<file path="src/rtl/ball_engine.sv">
// ball_engine
// Pong-ball engine. It tracks one SIZE x SIZE ball inside a playfield that
// has side walls and a paddle at the top and bottom. The ball moves once every
// speed+1 accepted frame ticks. It bounces off the walls and the paddles,
// detects goals and re-serves the ball after SERVE_TICKS ticks. Every erase and
// every redraw of the ball goes out as a row-major pixel stream over a
// valid/ready handshake.
//
// Ports
//   clk, resetn            system clock, asynchronous active-low reset
//   tick                   one-cycle frame pulse
//   speed[3:0]             ball moves once every speed+1 accepted ticks
//   hide_en                every HIDE_PERIOD-th draw is invisible
//   pad_bot_x, pad_top_x   left column of the bottom and top paddles
//   pix_valid/pix_ready    pixel handshake to the VGA write arbiter
//   pix_x, pix_y, pix_color pixel payload
//   score_top, score_bot   one-cycle goal pulses
//   ball_x, ball_y         top-left corner of the ball
//   dir_x, dir_y           1 = moving right / down
//   busy                   high while ERASE, MOVE or DRAW is in progress
//
// state | meaning
// ------+--------------------------------------------------------------
// IDLE  | waiting for ticks, frame divider counts accepted ticks
// ERASE | stream SIZE*SIZE colour-0 pixels over the old ball position
// MOVE  | one cycle: apply wall/paddle reflections, detect goal, step
// DRAW  | stream SIZE*SIZE pixels of the ball at its new position
// SERVE | after a goal, wait SERVE_TICKS ticks before play resumes

module ball_engine #(
   parameter int X_W         = 8,
   parameter int Y_W         = 7,
   parameter int SIZE        = 4,
   parameter int X_MIN       = 51,
   parameter int X_MAX       = 108,
   parameter int Y_TOP       = 12,
   parameter int Y_BOT       = 106,
   parameter int PAD_W       = 16,
   parameter int START_X     = 80,
   parameter int START_Y     = 60,
   parameter int SERVE_TICKS = 60,
   parameter int HIDE_PERIOD = 5
) (
   input  logic           clk,
   input  logic           resetn,
   input  logic           tick,
   input  logic [3:0]     speed,
   input  logic           hide_en,
   input  logic [X_W-1:0] pad_bot_x,
   input  logic [X_W-1:0] pad_top_x,
   output logic           pix_valid,
   input  logic           pix_ready,
   output logic [X_W-1:0] pix_x,
   output logic [Y_W-1:0] pix_y,
   output logic [2:0]     pix_color,
   output logic           score_top,
   output logic           score_bot,
   output logic [X_W-1:0] ball_x,
   output logic [Y_W-1:0] ball_y,
   output logic           dir_x,
   output logic           dir_y,
   output logic           busy
);

   localparam int CW  = (SIZE > 1) ? $clog2(SIZE) : 1;
   localparam int SCW = $clog2(SERVE_TICKS + 1);
   localparam int DCW = (HIDE_PERIOD > 1) ? $clog2(HIDE_PERIOD) : 1;

   typedef enum logic [2:0] {
      S_IDLE,
      S_ERASE,
      S_MOVE,
      S_DRAW,
      S_SERVE
   } state_t;

   state_t         r_state;
   logic [X_W-1:0] r_ball_x;
   logic [Y_W-1:0] r_ball_y;
   logic           r_dir_x;
   logic           r_dir_y;
   logic [3:0]     r_frame_cnt;
   logic [SCW-1:0] r_serve_cnt;
   logic [DCW-1:0] r_draw_cnt;
   logic [2:0]     r_colour;
   logic           r_goal;
   logic [CW-1:0]  r_row;
   logic [CW-1:0]  r_col;
   logic           r_pix_valid;
   logic [X_W-1:0] r_pix_x;
   logic [Y_W-1:0] r_pix_y;
   logic [2:0]     r_pix_color;
   logic           r_score_top;
   logic           r_score_bot;
   logic           r_busy;

   // Position sums are one bit wider than the coordinates so they never wrap.
   logic [X_W:0]   w_bx;
   logic [X_W:0]   w_bx_sum;
   logic [Y_W:0]   w_by;
   logic [Y_W:0]   w_by_sum;
   logic           w_ovl_bot;
   logic           w_ovl_top;
   logic           w_hit_bot;
   logic           w_hit_top;
   logic           w_nx_dir_x;
   logic           w_nx_dir_y;
   logic           w_goal_top;
   logic           w_goal_bot;
   logic [X_W-1:0] w_nx_x;
   logic [Y_W-1:0] w_nx_y;
   logic           w_acc;
   logic           w_last;
   logic [CW-1:0]  w_nrow;
   logic [CW-1:0]  w_ncol;
   logic           w_hide;
   logic [X_W-1:0] w_base_x;
   logic [Y_W-1:0] w_base_y;

   assign w_bx      = {1'b0, r_ball_x};
   assign w_by      = {1'b0, r_ball_y};
   assign w_bx_sum  = w_bx + (X_W+1)'(SIZE);
   assign w_by_sum  = w_by + (Y_W+1)'(SIZE);
   assign w_ovl_bot = (w_bx_sum > {1'b0, pad_bot_x}) &&
                      (w_bx < ({1'b0, pad_bot_x} + (X_W+1)'(PAD_W)));
   assign w_ovl_top = (w_bx_sum > {1'b0, pad_top_x}) &&
                      (w_bx < ({1'b0, pad_top_x} + (X_W+1)'(PAD_W)));
   assign w_hit_bot = r_dir_y && (w_by_sum == (Y_W+1)'(Y_BOT));
   assign w_hit_top = !r_dir_y && (w_by == (Y_W+1)'(Y_TOP + 1));

   always_comb begin
      w_nx_dir_x = r_dir_x;
      w_nx_dir_y = r_dir_y;
      w_goal_top = 1'b0;
      w_goal_bot = 1'b0;
      if (r_dir_x && (w_bx_sum >= (X_W+1)'(X_MAX)))
         w_nx_dir_x = 1'b0;
      else if (!r_dir_x && (w_bx <= (X_W+1)'(X_MIN)))
         w_nx_dir_x = 1'b1;
      if (w_hit_bot) begin
         if (w_ovl_bot) w_nx_dir_y = 1'b0;
         else           w_goal_top = 1'b1;
      end
      if (w_hit_top) begin
         if (w_ovl_top) w_nx_dir_y = 1'b1;
         else           w_goal_bot = 1'b1;
      end
      // A goal re-serves from the start point, flips vertical direction and
      // takes no step this round.
      if (w_goal_top || w_goal_bot) begin
         w_nx_x     = X_W'(START_X);
         w_nx_y     = Y_W'(START_Y);
         w_nx_dir_y = ~r_dir_y;
      end else begin
         w_nx_x = w_nx_dir_x ? r_ball_x + X_W'(1) : r_ball_x - X_W'(1);
         w_nx_y = w_nx_dir_y ? r_ball_y + Y_W'(1) : r_ball_y - Y_W'(1);
      end
   end

   assign w_acc    = r_pix_valid & pix_ready;
   assign w_last   = (r_row == CW'(SIZE - 1)) && (r_col == CW'(SIZE - 1));
   assign w_ncol   = (r_col == CW'(SIZE - 1)) ? '0 : r_col + CW'(1);
   assign w_nrow   = (r_col == CW'(SIZE - 1)) ? r_row + CW'(1) : r_row;
   assign w_hide   = hide_en && (r_draw_cnt == DCW'(HIDE_PERIOD - 1));
   assign w_base_x = r_ball_x + X_W'(w_ncol);
   assign w_base_y = r_ball_y + Y_W'(w_nrow);

   always_ff @(posedge clk or negedge resetn) begin
      if (!resetn) begin
         r_state     <= S_IDLE;
         r_ball_x    <= X_W'(START_X);
         r_ball_y    <= Y_W'(START_Y);
         r_dir_x     <= 1'b1;
         r_dir_y     <= 1'b1;
         r_frame_cnt <= '0;
         r_serve_cnt <= '0;
         r_draw_cnt  <= '0;
         r_colour    <= 3'd4;
         r_goal      <= 1'b0;
         r_row       <= '0;
         r_col       <= '0;
         r_pix_valid <= 1'b0;
         r_pix_x     <= '0;
         r_pix_y     <= '0;
         r_pix_color <= '0;
         r_score_top <= 1'b0;
         r_score_bot <= 1'b0;
         r_busy      <= 1'b0;
      end else begin
         r_score_top <= 1'b0;
         r_score_bot <= 1'b0;
         case (r_state)
            S_IDLE: begin
               if (tick) begin
                  if (r_frame_cnt >= speed) begin
                     r_frame_cnt <= '0;
                     r_state     <= S_ERASE;
                     r_busy      <= 1'b1;
                     r_pix_valid <= 1'b1;
                     r_row       <= '0;
                     r_col       <= '0;
                     r_pix_x     <= r_ball_x;
                     r_pix_y     <= r_ball_y;
                     r_pix_color <= 3'd0;
                  end else begin
                     r_frame_cnt <= r_frame_cnt + 4'd1;
                  end
               end
            end
            S_ERASE: begin
               if (w_acc) begin
                  if (w_last) begin
                     r_pix_valid <= 1'b0;
                     r_state     <= S_MOVE;
                  end else begin
                     r_row   <= w_nrow;
                     r_col   <= w_ncol;
                     r_pix_x <= w_base_x;
                     r_pix_y <= w_base_y;
                  end
               end
            end
            S_MOVE: begin
               r_ball_x    <= w_nx_x;
               r_ball_y    <= w_nx_y;
               r_dir_x     <= w_nx_dir_x;
               r_dir_y     <= w_nx_dir_y;
               r_goal      <= w_goal_top | w_goal_bot;
               r_score_top <= w_goal_top;
               r_score_bot <= w_goal_bot;
               r_state     <= S_DRAW;
               r_pix_valid <= 1'b1;
               r_row       <= '0;
               r_col       <= '0;
               r_pix_x     <= w_nx_x;
               r_pix_y     <= w_nx_y;
               r_pix_color <= 3'd0;
            end
            S_DRAW: begin
               if (w_acc) begin
                  if (w_last) begin
                     r_pix_valid <= 1'b0;
                     r_busy      <= 1'b0;
                     r_draw_cnt  <= (r_draw_cnt == DCW'(HIDE_PERIOD - 1)) ?
                                    '0 : r_draw_cnt + DCW'(1);
                     r_colour    <= (r_colour == 3'd7) ? 3'd4 : r_colour + 3'd1;
                     if (r_goal) begin
                        r_state     <= S_SERVE;
                        r_serve_cnt <= SCW'(SERVE_TICKS);
                        r_goal      <= 1'b0;
                     end else begin
                        r_state <= S_IDLE;
                     end
                  end else begin
                     r_row       <= w_nrow;
                     r_col       <= w_ncol;
                     r_pix_x     <= w_base_x;
                     r_pix_y     <= w_base_y;
                     // Row 0 and column 0 form the gap border around the ball.
                     r_pix_color <= (w_hide || (w_nrow == '0) || (w_ncol == '0)) ?
                                    3'd0 : r_colour;
                  end
               end
            end
            S_SERVE: begin
               if (tick) begin
                  if (r_serve_cnt <= SCW'(1)) begin
                     r_serve_cnt <= '0;
                     r_frame_cnt <= '0;
                     r_state     <= S_IDLE;
                  end else begin
                     r_serve_cnt <= r_serve_cnt - SCW'(1);
                  end
               end
            end
            default: r_state <= S_IDLE;
         endcase
      end
   end

   assign pix_valid = r_pix_valid;
   assign pix_x     = r_pix_x;
   assign pix_y     = r_pix_y;
   assign pix_color = r_pix_color;
   assign score_top = r_score_top;
   assign score_bot = r_score_bot;
   assign ball_x    = r_ball_x;
   assign ball_y    = r_ball_y;
   assign dir_x     = r_dir_x;
   assign dir_y     = r_dir_y;
   assign busy      = r_busy;

endmodule

</file>
<file path="config.mk">
export PLATFORM = sky130hd
export DESIGN_NAME = ball_engine
export DESIGN_NICKNAME = d
export VERILOG_FILES = /design/src/rtl/ball_engine.sv
export SDC_FILE = /design/constraint.sdc
export NUM_CORES = 1
export LEC_CHECK = 0
export ABC_AREA = 1
export CORE_AREA = 4 4 121 123
export CTS_CLUSTER_SIZE = 20
export DETAILED_ROUTE_END_ITERATION = 7
export DIE_AREA = 0 0 125 127
export HOLD_SLACK_MARGIN = 0.03
export PLACE_DENSITY = 0.66
export SLEW_MARGIN = 10
export SYNTH_ARGS = -nofsm -noshare
export SYNTH_HDL_FRONTEND = slang
export SYNTH_SLANG_ARGS = --single-unit
</file>
<file path="constraint.sdc">
create_clock -name clk -period 3.9 [get_ports clk]
set_input_delay 0.78 -clock clk [delete_from_list [all_inputs] [get_ports clk]]
set_output_delay 0.78 -clock clk [all_outputs]
set_load 0.02 [all_outputs]
</file>
==> flow_summary.json <==
{
  "slew_violations": 0,
  "clockPowerShare_pct": 48.8,
  "cpPeakStageDelay_ns": 0.43,
  "path_buf_inv": 3,
  "crit_slowest_cell": "clkdlybuf4s50_1",
  "drc": 0,
  "crit_type": "in2reg",
  "pwr-share-comb_pct": 8.0,
  "ant_nets": 0,
  "synth_top_area_share_pct": 26.8,
  "regArea_um2": 1590,
  "total_power_uw": 1520,
  "final_cell_area_um2": 6480,
  "grt_start_max_net_pins": 54,
  "syn-instance-count": 681,
  "fin_nets": 873,
  "p_seq_share_pct": 43.2,
  "ys_seq_elements": 63,
  "worst_slew_pin_slew_ns": 0.698,
  "cap_viol_max_count": 0,
  "fill_cells": 1368,
  "pin_count": 64,
  "synth_cell_types": 48,
  "port-buffer-count": 63,
  "final.period_utilization_pct": 92.2,
  "peakVddDrop_uv": 182,
  "hold_violations": 0,
  "yosysTopAreaCell": "dfrtp_1",
  "holdWs_ns": 0.326,
  "worstSkewPairLatency_ns": 0.32,
  "cts_root_buf": "clkbuf_16",
  "p_switching_uw": 344,
  "worst_setup_path_start_kind": "input pin",
  "finClkSkew_ns": 0.00710,
  "vias": 4774,
  "synth_seq_area_share_pct": 31.5,
  "post-place-ws_ns": -0.335,
  "crit_arrival_ns": 3.84,
  "drt_first_iter_violations": 407,
  "core_um2": 13700,
  "netlist_area_um2": 5050,
  "status": "complete, no violations",
  "totalWireLength_um": 13400,
  "multi_input_area_um2": 3050,
  "cts_tree": "built",
  "drt_first_pass_iters": 5,
  "setup_tns_ns": 0,
  "relSlewSlack_pct": 53.3,
  "area_growth_pct": 28.5,
  "end_kind": "register",
  "n_antenna_cell": 0,
  "r2r_start": "ball_x[2]",
  "cp_max_fo": 5,
  "htree_levels": 3,
  "synth_edf_count": 0,
  "grt_pass1_wl_um": 22600,
  "start_util_pct": 36.9,
  "synth_area_leaders": "dfrtp_1 (27%), ha_1 (15%), nand2_1 (9.1%)",
  "critPathTopFamily": "simple AND/OR/NAND/NOR gates",
  "hold_path.class": "in2async",
  "die-area_um2": 15900,
  "grtUsageTotal_pct": 17.0,
  "cts_buffer_depth": 2,
  "avgRoutedWirePerCell_um": 13.8,
  "avgSynthCellArea_um2": 7.41,
  "p_per_area_nw_per_um2": 235,
  "dp_hpwl_um": 10100,
  "fmax_ghz": 0.278,
  "numCtsBuffers": 9,
  "ys.flop_type": "dfrtp_1",
  "drive_gt1_share_pct": 12.2,
  "post_drt_via_cell_ratio": 4.93,
  "leakage_uw": 0.00339,
  "setup_viol": 0,
  "dpl-instance-area_um2": 6070,
  "rows": 43,
  "p_sw_share_pct": 22.6,
  "die_x_um": 125,
  "cp.required_ns": 4.14,
  "r2r_slack_ns": 0.35,
  "timing.rr.end": "pix_y[6]",
  "grt_pass1_vias": 4726,
  "async_flop_share_pct": 100,
  "cts_num_sinks": 63,
  "gp_congestion": 0.911,
  "ys_warn_count": 0,
  "die_y_um": 127,
  "overflow": 0,
  "cp_common_cell": "nand2_1",
  "rsz0062_at_grt": "false",
  "layout_setup_ws_ns": 0.306,
  "finalWorstPathRequiredPeriod_ns": 3.59,
  "synth_fp_nets": 770,
  "cts.clk_slew.worst_paths_ns": 0.05,
  "p_int_uw": 1180,
  "grt_antenna_before_repair": 0,
  "reg2reg_depth": 27
}
## cells in the mapped netlist, types with 5 or more instances
cell type,n
o22ai_1,5
nand2_1,123
xor2_1,14
nor3_1,8
ha_1,60
nand2_2,5
o21ai_1,11
a21oi_1,44
nor2_1,77
dfrtp_1,54
xnor2_1,5
nand3_1,43
inv_1,107
o21ai_0,50
clkbuf_1,5
dfstp_2,9
## kinds of logic after synthesis
| family | Yosys count | share of synthesized area [%] |
|---|---|---|
| and+or+nand+nor | 280 | 24.6 |
| AOI/OAI and AO/OA | 135 | 15.0 |
| buffers and inverters | 120 | 9.12 |
| adders and majority gates | 64 | 16.5 |
| DFF | 63 | 31.5 |
| xor gates and xnor gates | 19 | 3.30 |
## sequential cells by signal (all words and copies together) (netlist names), 3 cells and up
register / count
pix_x: 8
ball_x: 8
r_colour: 3
pix_color: 3
r_draw_cnt: 3
r_state: 3
pix_y: 7
r_serve_cnt: 6
r_frame_cnt: 4
ball_y: 7
## cell type report
cell class / count / area share [%]
inverter: 111 / 6.50
clock inverter: 3 / 0.270
multi-input combinational: 498 / 47.0
timing repair buffer: 101 / 14.2
clock buffer: 13 / 4.01
tap: 180 / 3.47
sequential: 63 / 24.5
## power groups by stage
stage          clock network, µW  registers, µW  logic [µW]
3_5_place_dp                   0            667         119
2_1_floorplan                  0            668        57.5
4_1_cts                      759            656         119
5_1_grt                      792            656         142
3_3_place_gp                   0            668         116
6_report                     743            657         122
## cell usage in the layout (no fill, tap or decap), types with 12 or more instances in the layout
cell,count
nand3_1,43
a21oi_1,43
ha_1,57
nand2_1,122
inv_1,106
buf_4,37
o21ai_0,49
nor2_1,76
dfrtp_1,54
xor2_1,14
clkdlybuf4s50_1,59
o21ai_1,12
## metrics by stage
| stage | cells | util [%] |
|---|---|---|
| 2_1_floorplan | 681 | - |
| 3_5_place_dp | 944 | 44.4 |
| 3_3_place_gp | 944 | 44.4 |
| 4_1_cts | 961 | 46.5 |
| 5_1_grt | 969 | 47.4 |
| 6_report | 969 | 47.4 |
## worst max-delay path by stage
stage | cells after the start | end | slack, ns | start
after detailed placement | 22 | pix_y[5] | -0.33 | pad_top_x[4]
after CTS | 25 | pix_y[6] | 0.001 | pad_top_x[4]
after floorplan | 23 | pix_y[5] | 0.39 | ball_x[2]
after global routing | 20 | pix_y[5] | 0.007 | pad_bot_x[4]
final | 25 | pix_y[6] | 0.31 | pad_bot_x[4]
after global placement | 22 | pix_y[5] | -0.25 | pad_top_x[4]
## what timing repair did
item / 4_1_cts / 5_1_grt
hold buffers: 0 / 0
setup endpoints to repair: 2 / 8
endpoints found under the hold margin: 0 / 0
pin swaps: 2 / 7
gates resized for setup: 0 / 16
buffers inserted: 1 / 8
## routing by layer
metal  GRT usage, %  part of all wire (%)
met1           22.7                    48
met2           29.0                    47
met3           3.01                   4.6
met4           3.64                  0.98
met5              0                     0
Power figures use the tool's default switching activity.
